===== src/rtl/i2s_sample_fifo.sv =====
// Sample FIFO between the AVR register port and the I2S transmitter.
// Byte-pair pushes from the AVR; one pop per rising edge of lrck; refill request on low water.
module i2s_sample_fifo #(
   parameter int         AW       = 4,
   parameter logic [1:0] ADR_LO   = 2'b00,
   parameter logic [1:0] ADR_HI   = 2'b01,
   parameter logic [1:0] ADR_CTRL = 2'b10,
   parameter logic [1:0] ADR_LVL  = 2'b11
) (
   input  logic        clk,
   input  logic        reset,
   input  logic [7:0]  din,
   input  logic        wd,
   input  logic [1:0]  A,
   output logic [7:0]  dout,
   input  logic        lrck,
   output logic [15:0] sample_out,
   output logic        req
);

   localparam int          DEPTH    = 2 ** AW;
   localparam logic [AW:0] LVL_ZERO = {(AW + 1){1'b0}};
   localparam logic [AW:0] LVL_ONE  = {{AW{1'b0}}, 1'b1};
   localparam logic [AW:0] LVL_FULL = {1'b1, {AW{1'b0}}};
   localparam logic [AW:0] THR_RST  = (AW + 1)'(8);
   localparam logic [AW-1:0] PTR_ONE = {{(AW - 1){1'b0}}, 1'b1};

   logic [15:0]   mem_r [DEPTH];
   logic [AW-1:0] rd_ptr_r;
   logic [AW-1:0] wr_ptr_r;
   logic [AW:0]   level_r;
   logic [AW:0]   level_s;
   logic [AW:0]   threshold_r;
   logic [7:0]    lo_hold_r;
   logic          enable_r;
   logic          ovf_r;
   logic          unf_r;
   logic          lrck_d_r;

   logic          rise_s;
   logic          empty_s;
   logic          full_s;
   logic          wr_lo_s;
   logic          wr_hi_s;
   logic          wr_ctrl_s;
   logic          wr_lvl_s;
   logic          flush_s;
   logic          clr_s;
   logic          push_s;
   logic          pop_s;
   logic          ovf_set_s;
   logic          unf_set_s;

   // Strobe decode, push/pop qualification and next fill level
   always_comb begin
      rise_s    = lrck & ~lrck_d_r;
      empty_s   = (level_r == LVL_ZERO);
      full_s    = (level_r == LVL_FULL);
      wr_lo_s   = wd & (A == ADR_LO);
      wr_hi_s   = wd & (A == ADR_HI);
      wr_ctrl_s = wd & (A == ADR_CTRL);
      wr_lvl_s  = wd & (A == ADR_LVL);
      flush_s   = wr_ctrl_s & din[2];
      clr_s     = wr_ctrl_s & din[1];
      // full is judged on the starting level, so a same-cycle pop never makes room
      ovf_set_s = wr_hi_s & full_s;
      unf_set_s = rise_s & enable_r & empty_s;
      push_s    = wr_hi_s & ~full_s & ~flush_s;
      pop_s     = rise_s & enable_r & ~empty_s & ~flush_s;
      level_s   = level_r;
      if (flush_s) begin
         level_s = LVL_ZERO;
      end else if (push_s & ~pop_s) begin
         level_s = level_r + LVL_ONE;
      end else if (pop_s & ~push_s) begin
         level_s = level_r - LVL_ONE;
      end else begin
         level_s = level_r;
      end
   end

   // Register read mux
   always_comb begin
      dout = 8'h00;
      case (A)
         ADR_LO:   dout = lo_hold_r;
         ADR_HI:   dout = 8'h00;
         ADR_CTRL: dout = {ovf_r, unf_r, full_s, empty_s, 3'b000, enable_r};
         ADR_LVL:  dout = {{(7 - AW){1'b0}}, level_r};
         default:  dout = 8'h00;
      endcase
   end

   // Sample storage; contents need no reset
   always_ff @(posedge clk) begin
      if (push_s) begin
         mem_r[wr_ptr_r] <= {din, lo_hold_r};
      end
   end

   // Control, pointer, flag and output registers
   always_ff @(posedge clk or posedge reset) begin
      if (reset) begin
         rd_ptr_r    <= {AW{1'b0}};
         wr_ptr_r    <= {AW{1'b0}};
         level_r     <= LVL_ZERO;
         threshold_r <= THR_RST;
         lo_hold_r   <= 8'h00;
         enable_r    <= 1'b0;
         ovf_r       <= 1'b0;
         unf_r       <= 1'b0;
         lrck_d_r    <= 1'b0;
         sample_out  <= 16'h0000;
         req         <= 1'b1;
      end else begin
         lrck_d_r <= lrck;
         level_r  <= level_s;
         req      <= (level_s <= threshold_r);
         if (wr_lo_s) begin
            lo_hold_r <= din;
         end
         if (wr_lvl_s) begin
            threshold_r <= din[AW:0];
         end
         if (wr_ctrl_s) begin
            enable_r <= din[0];
         end
         if (flush_s) begin
            rd_ptr_r <= {AW{1'b0}};
            wr_ptr_r <= {AW{1'b0}};
         end else begin
            if (push_s) begin
               wr_ptr_r <= wr_ptr_r + PTR_ONE;
            end
            if (pop_s) begin
               rd_ptr_r <= rd_ptr_r + PTR_ONE;
            end
         end
         // mute on any rise that does not pop; flush leaves the held sample alone
         if (rise_s & ~flush_s) begin
            sample_out <= pop_s ? mem_r[rd_ptr_r] : 16'h0000;
         end
         if (ovf_set_s) begin
            ovf_r <= 1'b1;
         end else if (clr_s) begin
            ovf_r <= 1'b0;
         end
         if (unf_set_s) begin
            unf_r <= 1'b1;
         end else if (clr_s) begin
            unf_r <= 1'b0;
         end
      end
   end

endmodule

===== config.mk =====
export PLATFORM = sky130hd
export DESIGN_NAME = i2s_sample_fifo
export DESIGN_NICKNAME = d
export VERILOG_FILES = /design/src/rtl/i2s_sample_fifo.sv
export SDC_FILE = /design/constraint.sdc
export NUM_CORES = 1
export LEC_CHECK = 0
export BUFFER_PORTS_ARGS = -buffer_cell sky130_fd_sc_hd__buf_2
export CAP_MARGIN = 15
export CORE_ASPECT_RATIO = 0.5
export CORE_MARGIN = 2
export CORE_UTILIZATION = 45
export CTS_CLUSTER_SIZE = 16
export DETAILED_ROUTE_END_ITERATION = 12
export SYNTH_ARGS = -nofsm -noshare
export SYNTH_HDL_FRONTEND = slang
export SYNTH_SLANG_ARGS = --single-unit
export TNS_END_PERCENT = 5

===== constraint.sdc =====
create_clock -name clk -period 3.7 [get_ports clk]
set_clock_uncertainty 0.1 [all_clocks]
set_input_delay 0 -clock clk [delete_from_list [all_inputs] [get_ports clk]]
set_output_delay 0 -clock clk [all_outputs]
set_load 0.01 [all_outputs]

After elaboration in Yosys (flattened, before gate mapping) --
Memory sizes are Yosys's and may differ from the RTL's. Index checks and enable logic that the tools add are counted.
Word-level totals: output and inout bits 25, register bits 47, RAM bits 256, input bits 14, memories 1, logic and storage cells 64
Cells by class: add/sub/neg operators 4, reductions and logical operators 6, equal/unequal tests 4, bitwise operators 23, mux-type cells 14, magnitude comparators 1
Memory list:
- mem_r | depth 16, bits a word 16, rd ports 1, clocked after Yosys merged registers in 0, wr ports 1, line 28 | logic [15:0] mem_r [DEPTH];
Operator list (number):
- one-hot mux 8 bit (4 select lines) | 1
- bitwise AND 1 bit | 17
- two-way mux 16 bit | 1
- two-way mux 4 bit | 4
- two-way mux 5 bit | 3
- adder 4 x 1 -> 4 bit (second input constant) | 2
- nonzero test 2 bit | 4
- NOT 1 bit | 6
- adder 5 x 1 -> 5 bit (second input constant) | 1
- equality test 5 bit (second input constant) | 1
- less-or-equal comparator 5 bit | 1
- logical NOT 5 bit | 1
- two-way mux 1 bit | 5
- subtractor 5 x 1 -> 5 bit (second input constant) | 1
- equality test 2 bit (second input constant) | 2
- equality test 2 x 1 -> 1 bit (second input constant) | 1
- logical NOT 2 bit | 1

Logic depth before layout (Yosys ltp) --
Gate-level depths: netlist (run 1).
word-level depth 11, mapped depth 11

Worst setup path after synthesis (run 1) --
Ideal clock, no wire load.
path type register to register, from register level_r[1], to register req, setup time 0.059 ns, arrival time 2.374 ns, path slack 1.166 ns, buffers on the path 0, cell stages (with the launch flop) 12, required time 3.541 ns, clock period less this slack 2.534 ns, path through dfrtp_1 > inv_1 > ha_1 > nand4bb_1 > a211oi_1 > a211oi_1 > a211oi_1 > ha_1 > nor2b_1 > o21a_1 > o21ai_0 > a21o_1
On the way: longest elaborated chain between the ends 10
RTL lines:
- start: declaration | line 31 | logic [AW:0] level_r;
- start signal: assignment | line 117 | level_r <= level_s;
- equality test 5 bit | line 58 | full_s = (level_r == LVL_FULL);
- NOT 1 bit | line 68 | push_s = wr_hi_s & ~full_s & ~flush_s;
- bitwise AND 1 bit (2 in series) | line 68
- NOT 1 bit | line 75 | end else if (pop_s & ~push_s) begin
- bitwise AND 1 bit | line 75
- two-way mux 5 bit | line 75
- two-way mux 5 bit (*) | line 73 | end else if (push_s & ~pop_s) begin
- two-way mux 5 bit (*) | line 71 | if (flush_s) begin
- net level_s[1] | line 32 | logic [AW:0] level_s;
- less-or-equal comparator 5 bit (*) | line 118 | req <= (level_s <= threshold_r);
- end signal: assignment | line 118
- end: declaration | line 18 | output logic req
The timed path passes the listed nets; every way through them passes the cells marked *. A chain may end at the register's enable or synchronous reset.

Worst setup path in the final report (run 1) --
Ends and elaborated chain as after synthesis.

==> results.py, run 1 <==
metrics = {
    "global_route": {
        "antenna_found_initial": 0,
        "grt_pass1_wl_um": 42310,
        "overflow": 0,
        "grt_max_degree": 38,
        "track_usage_pct": 20.50,
        "grt_pass1_vias": 6530,
    },
    "floorplanning": {
        "num_io_pins": 39,
        "die_height_um": 120.5,
        "rows": 42,
        "dieArea_mm2": 0.02853,
        "die_w_um": 236.9,
        "start_util_pct": 45.99,
        "core_mm2": 0.02654,
    },
    "detailed_routing": {
        "avgRoutedWirePerCell_um": 25.23,
        "firstDrtPassIters": 6,
        "wl_met2_um": 12480,
        "drt_iter0_drc": 664,
        "drc_errors": 0,
        "routed.top_layer": "met4",
        "wl_met3_um": 2179,
        "vias_per_cell": 5.794,
        "wirelength_um": 28230,
        "drt-met1-wl_um": 13240,
        "route.antenna.remaining_nets": 0,
        "vias": 6483,
    },
    "clock_tree": {
        "cts_tree": "done",
        "cts_made_buffers": 27,
        "cts-htree-levels": 1,
        "cts.sinks": 303,
        "clkLatencyLatePin_ns": 0.54,
        "clk_pin_slew_ns": 0.07,
        "clock_path_buffers": 3,
        "cts_root_buf": "clkbuf_16",
    },
    "status": {
        "status": "complete, no violations",
    },
    "worst_setup_path": {
        "crit_required_ns": 4.08,
        "slowest_stage": "a211oi_1",
        "cp.arrival_ns": 3.34,
        "crit_path_cell_trace": "inv_1 -> ha_1 -> nand4bb_1 -> a211oi_1 -> a211oi_1 -> a211oi_1 -> ha_1 -> nor2b_1 -> o21a_1 -> o21ai_0 -> a21o_1",
        "cp_max_fo": 6,
        "path_delay_family": "compound AO/OA/AOI/OAI gates",
        "path_class": "reg -> reg",
        "path_buf_inv": 1,
        "start_kind": "flip-flop",
        "path_common_cell": "a211oi_1",
        "max_stage_delay_ns": 0.46,
        "end_kind": "flip-flop",
    },
    "finish": {
        "fin_nets": 772,
        "area_growth_pct": 14.11,
        "layout-drive-gt1-share_pct": 22.69,
        "final_cell_mix": "256 x edfxtp_1, 43 x nor2_1, 43 x dfrtp_1, 42 x mux4_2, 38 x buf_2",
        "regArea_mm2": 0.008874,
        "final_common_cell": "edfxtp_1",
        "num-fill-cells": 2119,
        "multi_input_area_mm2": 0.003110,
        "n_antenna_cell": 0,
    },
    "logic_synthesis": {
        "ys_ff_latch": 303,
        "synth_area_per_cell_um2": 18.27,
        "ys.flop_type": "edfxtp_1",
        "synth-edff-count": 256,
        "syn_nets": 694,
        "synth-async-reset-ratio_pct": 15.51,
        "ys_seq_area_share_pct": 72.65,
        "yosys_warnings": 0,
        "syn_area_mm2": 0.01220,
        "synth.distinct_cells": 55,
        "synth_cells": 668,
    },
    "pwr": {
        "peakVddDrop_mv": 0.2675,
        "totalPowerFinal_uw": 9058,
        "power_leakage_uw": 0.004782,
        "power.density_mw_per_mm2": 650.5,
    },
    "sta": {
        "fmax_ghz": 0.3375,
        "setup_viol_count_final": 0,
        "relSlewSlack_pct": 31.39,
        "fin_setup_tns_ns": 0,
        "final-hold-violation-count": 0,
        "worst_pin_slew_ns": 1.026,
        "fin_crit_sh_pct": 80.09,
        "final.min_clock_period_ns": 2.963,
        "rsz0062_at_grt": "false",
        "slew_violations": 0,
    },
    "placed_design": {
        "hpwl_um": 17130,
        "gp_congestion": 0.8406,
        "portBuffers": 38,
    },
    "run": {
        "max_cap_viol_count": 0,
    },
    "min_path": {
        "hold_path.class": "in -> reg",
    },
}
sequential cells by signal, indices dropped and copies added (netlist names):
signal / cells
enable_r: 1
level_r: 5
lo_hold_r: 8
lrck_d_r: 1
mem_r: 256
ovf_r: 1
rd_ptr_r: 4
req: 1
sample_out: 16
threshold_r: 5
unf_r: 1
wr_ptr_r: 4
where the power goes:
part / total [uW] / switching (uW) / internal [uW]
logic: 1990 / 1010 / 986
clock network: 2710 / 1210 / 1500
registers: 4360 / 381 / 3980
Yosys cell counts, types with 5 or more instances:
library cell  count  area [um2]
nand3_1           5       25.02
nand2_1          29       108.9
a22o_1            5       43.79
mux4_2           42       945.9
mux4_1            6       157.7
nor2_1           43       161.4
buf_2            10       50.05
o21ai_0           9       45.04
a2111oi_1         9       90.09
dfrtp_1          45        1126
ha_1             12       150.1
mux2i_1          37       370.4
mux2_2           14       157.7
and2_1           15       93.84
buf_4             5       37.54
o22ai_1          16       100.1
clkbuf_1         16       60.06
a211oi_1          6       45.04
edfxtp_1        256        7687
inv_1            10       37.54
o31ai_1          17       127.6
logic make-up after synthesis:
group / synth area share, %
mux: 13.37
flops: 72.65
xor+xnor: 0.6152
buf+inv: 1.866
compound gates: 4.778
fa+ha+maj: 1.230
simple gates: 5.495
worst reg2reg max path, delay by kind of cell, from the launching register on:
kind / cells / cell delay, ns
AO/OA/AOI/OAI: 6 / 1.32
adder cells (fa/ha/maj): 2 / 0.54
flip-flops: 1 / 0.44
AND/OR/NAND/NOR: 2 / 0.40
buffers and inverters: 1 / 0.10
per-layer routing:
layer / vias to the layer above / global-route usage (%)
met2: 231 / 30.51
met1: 3396 / 31.61
met3: 27 / 4.384
met4: 0 / 3.521
li1: 2829 / -
met5: - / 0
stage by stage:
| step | util [%] | cell area, um2 | setup WS (ns) | cells | hold slack, ns |
|---|---|---|---|---|---|
| floorplan | - | 12200 | 1.166 | 668 | -0.06857 |
| global placement | 48.68 | 12920 | 0.8838 | 1053 | 0.05327 |
| detailed placement | 48.68 | 12920 | 0.8005 | 1053 | 0.05746 |
| CTS | 52.48 | 13930 | 0.7744 | 1119 | 0.03496 |
| global route | 52.48 | 13930 | 0.5503 | 1119 | 0.04758 |
| finish | 52.48 | 13930 | 0.7366 | 1119 | 0.05098 |
repair_timing:
item / 4_1_cts / 5_1_grt
buffers inserted: 0 / 0
hold buffers: 16 / 0
hold endpoints to repair: 185 / 0
gates resized for setup: 0 / 0
area by class of cell:
type,instances,area share (%)
flip-flops and latches,303,63.72
multi-input cells,321,22.34
inverters,10,0.2695
clock inverters,11,0.6110
clock buffers,39,5.463
repair buffers,83,4.438
well taps,352,3.163
final timing paths:
path                                      startpoint                        end  slack, ns  cells after the start
setup reg to reg                level_r[1]$_DFF_PP0_              req$_DFF_PP1_       0.74                     11
hold reg to reg            sample_out[1]$_DFFE_PP0P_  sample_out[1]$_DFFE_PP0P_       0.38                      2
min in group asynchronous                      reset   lo_hold_r[2]$_DFFE_PP0P_       0.11                      3
setup / recovery                level_r[1]$_DFF_PP0_              req$_DFF_PP1_       0.74                     11
max in group asynchronous                      reset  sample_out[9]$_DFFE_PP0P_       2.63                      4
hold / removal                                  lrck         lrck_d_r$_DFF_PP0_       0.05                      2
No activity file was read; power rests on OpenSTA's default activity.
==> run 2, diff against run 1 <==
==> constraint.sdc (replaced) <==
create_clock -name clk -period 2.84 [get_ports clk]
set_clock_uncertainty 0.1 [all_clocks]
set_input_delay 0 -clock clk [delete_from_list [all_inputs] [get_ports clk]]
set_output_delay 0 -clock clk [all_outputs]
set_load 0.01 [all_outputs]
==> results.py, run 2 (synthesized netlist as in run 1, its figures left out) <==
metrics = {
    "pwr": {
        "power_leakage_uw": 0.004921,
        "power.density_mw_per_mm2": 864.2,
        "peakVddDrop_mv": 0.4898,
    },
    "detailed_routing": {
        "drc_errors": 0,
        "route.antenna.remaining_nets": 0,
        "firstDrtPassIters": 5,
        "vias": 6644,
        "vias_per_cell": 5.838,
        "avgRoutedWirePerCell_um": 25.32,
        "wirelength_um": 28820,
        "drt_iter0_drc": 664,
    },
    "floorplanning": {
        "num_io_pins": 39,
        "die_w_um": 236.9,
        "core_mm2": 0.02654,
        "die_height_um": 120.5,
        "dieArea_mm2": 0.02853,
        "rows": 42,
        "start_util_pct": 45.99,
    },
    "clock_tree": {
        "clock_path_buffers": 3,
        "cts_root_buf": "clkbuf_16",
        "clk_pin_slew_ns": 0.07,
        "cts_tree": "done",
        "cts-htree-levels": 1,
        "post_cts_buffers": 0,
        "clkLatencyLatePin_ns": 0.53,
        "cts.sinks": 303,
        "cts_made_buffers": 27,
    },
    "finish": {
        "largest_reg_flops": 256,
        "fin_nets": 791,
        "final_area_mm2": 0.01415,
        "layout-drive-gt1-share_pct": 25.45,
        "area_growth_pct": 15.91,
        "regMostFlops": "mem_r",
        "fin_cells": 1138,
        "top_regs": "mem_r: 256 flops, sample_out: 16 flops, lo_hold_r: 8 flops",
        "final_cell_mix": "256 x edfxtp_1, 46 x buf_4, 43 x nor2_1, 43 x dfrtp_1, 42 x mux4_2",
        "n_antenna_cell": 0,
        "final_common_cell": "edfxtp_1",
        "num-fill-cells": 2080,
    },
    "sta": {
        "fin_ws_ns": 0.2162,
        "fin_hold_ws_ns": 0.06999,
        "setup_viol_count_final": 0,
        "slew_violations": 0,
        "worst_pin_slew_ns": 0.6988,
        "fmax_ghz": 0.3811,
        "fin_crit_sh_pct": 92.39,
        "relSlewSlack_pct": 53.42,
        "fin_setup_tns_ns": 0,
        "final-hold-violation-count": 0,
        "final.min_clock_period_ns": 2.624,
    },
    "global_route": {
        "track_usage_pct": 20.64,
        "grt_pass1_wl_um": 43000,
        "antenna_found_initial": 0,
        "overflow": 0,
        "grt_max_degree": 34,
        "grt_pass1_vias": 6694,
    },
    "worst_setup_path": {
        "crit_required_ns": 3.20,
        "start_kind": "flip-flop",
        "max_stage_delay_ns": 0.38,
        "path_class": "reg -> reg",
        "slowest_stage": "dfrtp_1",
        "end_kind": "flip-flop",
        "cp_max_fo": 5,
        "cp.arrival_ns": 2.99,
        "crit_path_cell_trace": "inv_1 -> ha_2 -> nor4b_4 -> buf_4 -> nor2_2 -> xnor3_1 -> or2_1 -> ha_1 -> nor2b_1 -> o21a_1 -> o21ai_0 -> a21o_1",
        "r2r_setup_slack_ns": 0.22,
    },
    "min_path": {
        "hold_path.class": "in -> reg",
    },
    "placed_design": {
        "hpwl_um": 17720,
        "dp_cells": 1072,
        "placed_area_mm2": 0.01304,
        "dpl_worst_slack_ns": 0.2121,
        "portBuffers": 38,
        "gp_congestion": 0.8572,
    },
    "status": {
        "status": "complete, no violations",
    },
    "run": {
        "max_cap_viol_count": 0,
    },
}
## run 2: cell types whose count changed in the layout (fill, tap and decap cells not counted), sizes merged
cell      change
buf          +19
bufinv        +4
clkbuf        -3
clkinvlp      -1
## run 2: worst max-delay path, delay by kind of cell (launching register included)
kind / cells / cell delay, ns
AOI/OAI and AO/OA: 3 / 0.32
xor gates and xnor gates: 1 / 0.36
and+or+nand+nor: 4 / 0.69
adders and majority gates: 2 / 0.42
DFF: 1 / 0.38
buffers and inverters: 2 / 0.27
## run 2: repair_timing
action                                  in CTS  in global routing
endpoints found under the setup margin       0                  1
endpoints found under the hold margin      203                  0
hold buffers                                16                  0
resized for setup                            0                  2
## run 2: area by class of cell
cell class	count	area, um2	area share [%]
multi-input combinational	321	3118	22.04
clock inverter	14	201.4	1.424
tap	352	440.4	3.113
sequential	303	8874	62.73
inverter	10	37.54	0.2653
clock buffer	36	739.5	5.227
timing repair buffer	102	735.7	5.201
## run 2: layer usage
layer  up-vias  global-route usage (%)  part of all wire [%]
met5         -                       0                     0
met4         0                   3.995                   1.5
met3        37                   2.968                   6.7
met2       233                   31.27                    44
met1      3505                   32.19                    47
li1       2869                       -                     -
## run 2: per-stage QoR
| step | power, uW | util, % |
|---|---|---|
| final | 12220 | 53.31 |
| after global routing | 12760 | 53.31 |
| after CTS | 12300 | 53.28 |
| after detailed placement | 8450 | 49.13 |
| after global placement | 8411 | 49.13 |
| after floorplan | 7512 | - |
## run 2: power by group
group          leakage [uW]  switching [uW]  internal (uW)  total, uW
registers           0.00290             426           5180       5610
clock network      0.000464            1590           2290       3880
logic               0.00156            1380           1360       2740
total               0.00492            3390           8830      12200
## run 2: path summary, 6_finish.rpt
check                                           start                         end  cells past startpoint
max in group asynchronous                       reset  sample_out[14]$_DFFE_PP0P_                      5
max reg2reg                      level_r[1]$_DFF_PP0_               req$_DFF_PP1_                     12
min reg2reg                sample_out[15]$_DFFE_PP0P_  sample_out[15]$_DFFE_PP0P_                      2
min                                              lrck          lrck_d_r$_DFF_PP0_                      2
min in group asynchronous                       reset        level_r[1]$_DFF_PP0_                      4
max                              level_r[1]$_DFF_PP0_               req$_DFF_PP1_                     12
==> run 3, diff against run 2 <==
--- a/config.mk
+++ b/config.mk
@@ -12,6 +12,7 @@
 export CORE_UTILIZATION = 45
 export CTS_CLUSTER_SIZE = 16
 export DETAILED_ROUTE_END_ITERATION = 12
+export PLACE_DENSITY = 0.69
 export SYNTH_ARGS = -nofsm -noshare
 export SYNTH_HDL_FRONTEND = slang
 export SYNTH_SLANG_ARGS = --single-unit
==> results.py, run 3 (synthesized netlist as in run 1, its figures left out) <==
metrics = {
    "status": {
        "status": "finished, violations left",
        "violations": "negative hold slack",
    },
    "clock_tree": {
        "clk_pin_slew_ns": 0.06,
        "cts_tree": "done",
        "clock_path_buffers": 3,
        "cts_made_buffers": 28,
        "cts_root_buf": "clkbuf_16",
        "clkLatencyLatePin_ns": 0.54,
        "cts.sinks": 303,
        "cts-htree-levels": 1,
    },
    "sta": {
        "relSlewSlack_pct": 41.26,
        "fin_crit_sh_pct": 94.84,
        "setup_viol_count_final": 0,
        "final.min_clock_period_ns": 2.693,
        "fin_setup_tns_ns": 0,
        "worst_pin_slew_ns": 0.8790,
        "slew_violations": 0,
        "fin_hold_ws_ns": -0.003562,
        "final-hold-violation-count": 4,
        "fmax_ghz": 0.3713,
    },
    "floorplanning": {
        "dieArea_mm2": 0.02853,
        "num_io_pins": 39,
        "rows": 42,
        "die_height_um": 120.5,
        "core_mm2": 0.02654,
        "die_w_um": 236.9,
        "start_util_pct": 45.99,
    },
    "pwr": {
        "pwr-share-comb_pct": 22.5,
        "p_sw_share_pct": 27.88,
        "p_switching_uw": 3396,
        "intPower_uw": 8787,
        "clockPowerShare_pct": 31.3,
        "p_seq_share_pct": 46.2,
        "power_leakage_uw": 0.004904,
        "peakVddDrop_mv": 0.3548,
        "totalPowerFinal_uw": 12180,
        "power.density_mw_per_mm2": 862.6,
    },
    "finish": {
        "num-fill-cells": 2056,
        "n_antenna_cell": 0,
        "layout-drive-gt1-share_pct": 24.62,
        "multi_input_area_mm2": 0.003118,
        "top_regs": "mem_r: 256 flops, sample_out: 16 flops, lo_hold_r: 8 flops",
        "area_growth_pct": 15.73,
        "regMostFlops": "mem_r",
        "final_common_cell": "edfxtp_1",
        "final_cell_mix": "256 x edfxtp_1, 43 x nor2_1, 43 x dfrtp_1, 42 x mux4_2, 42 x buf_4",
        "regArea_mm2": 0.008874,
        "fin_nets": 789,
        "largest_reg_flops": 256,
    },
    "worst_setup_path": {
        "slowest_stage": "dfrtp_1",
        "crit_path_cell_trace": "inv_1 -> ha_2 -> nor4b_4 -> o211ai_1 -> a211oi_1 -> a211oi_2 -> ha_1 -> nor2b_1 -> o21a_1 -> o21ai_0 -> a21o_1",
        "path_delay_family": "compound AO/OA/AOI/OAI gates",
        "path_buf_inv": 1,
        "path_class": "reg -> reg",
        "crit_required_ns": 3.22,
        "start_kind": "flip-flop",
        "cp.arrival_ns": 3.07,
        "max_stage_delay_ns": 0.37,
        "cp_max_fo": 6,
        "end_kind": "flip-flop",
    },
    "global_route": {
        "grt_pass1_vias": 6733,
        "antenna_found_initial": 0,
        "track_usage_pct": 20.15,
        "grt_pass1_wl_um": 42440,
        "overflow": 0,
        "grt_max_degree": 38,
    },
    "detailed_routing": {
        "drc_errors": 0,
        "route.antenna.remaining_nets": 0,
        "vias_per_cell": 5.833,
        "vias": 6626,
        "firstDrtPassIters": 5,
        "wirelength_um": 28030,
        "drt_iter0_drc": 684,
        "avgRoutedWirePerCell_um": 24.67,
    },
    "placed_design": {
        "portBuffers": 38,
        "hpwl_um": 16990,
        "gp_congestion": 0.8732,
    },
    "run": {
        "max_cap_viol_count": 0,
    },
    "min_path": {
        "hold_path.class": "in -> async",
    },
}
==> run 3: cell types whose count changed in the layout (fill, tap and decap cells not counted), sizes merged <==
cell    previous run  this run
bufinv             5         4
buf               86        83
clkbuf            36        35
clkinv             7        10
==> run 3: cell type report <==
cell class | instances | area share, %
timing repair buffer | 99 | 5.138
clock buffer | 35 | 5.298
tap | 352 | 3.118
sequential | 303 | 62.83
clock inverter | 16 | 1.276
inverter | 10 | 0.2658
multi-input combinational | 321 | 22.08
==> run 3: power by group through the flow <==
stage	clock network [uW]	registers [uW]	logic [uW]
after floorplan	0	5500	2010
after global placement	0	5690	2650
after detailed placement	0	5720	2690
after CTS	3850	5630	2720
after global routing	4050	5680	2960
final	3820	5630	2740
==> run 3: worst min-delay path, delay by kind of cell <==
kind                   cells  cell delay [ns]
buffers and inverters      3             1.10
==> run 3: worst paths after layout <==
check / cells past startpoint / from / slack [ns] / to
setup / recovery: 11 / level_r[1]$_DFF_PP0_ / 0.15 / req$_DFF_PP1_
hold / removal: 3 / reset / -0.004 / ovf_r$_DFFE_PP0P_
setup reg to reg: 11 / level_r[1]$_DFF_PP0_ / 0.15 / req$_DFF_PP1_
hold reg to reg: 2 / sample_out[12]$_DFFE_PP0P_ / 0.38 / sample_out[12]$_DFFE_PP0P_
max in group asynchronous: 4 / reset / 1.97 / sample_out[12]$_DFFE_PP0P_
min in group clk: 2 / lrck / 0.09 / lrck_d_r$_DFF_PP0_
==> run 3: through the flow <==
| step | worst slack (ns) | std cells | hold slack [ns] | util (%) | cell area, um2 |
|---|---|---|---|---|---|
| 2_1_floorplan | 0.3063 | 668 | -0.06857 | - | 12200 |
| 3_3_place_gp | 0.1816 | 1067 | 0.01911 | 49.03 | 13010 |
| 3_5_place_dp | 0.1207 | 1067 | 0.01350 | 49.03 | 13010 |
| 4_1_cts | 0.09838 | 1134 | 0.003360 | 53.14 | 14100 |
| 5_1_grt | -0.02167 | 1136 | 0.03974 | 53.22 | 14120 |
| 6_report | 0.1466 | 1136 | -0.003562 | 53.22 | 14120 |
==> run 3: metal layers <==
metal | GRT usage, % | vias up | share of wire, %
met5 | 0 | - | 0
met2 | 31.71 | 292 | 46
met1 | 30.24 | 3432 | 43
li1 | - | 2871 | -
met4 | 3.521 | 0 | 1.3
met3 | 3.356 | 31 | 9.5
==> run 3: timing repair <==
item | CTS | global route
hold endpoints to repair | 207 | 0
hold buffers | 16 | 0
setup endpoints to repair | 0 | 1
resized for setup | 0 | 2
buffers inserted | 0 | 2
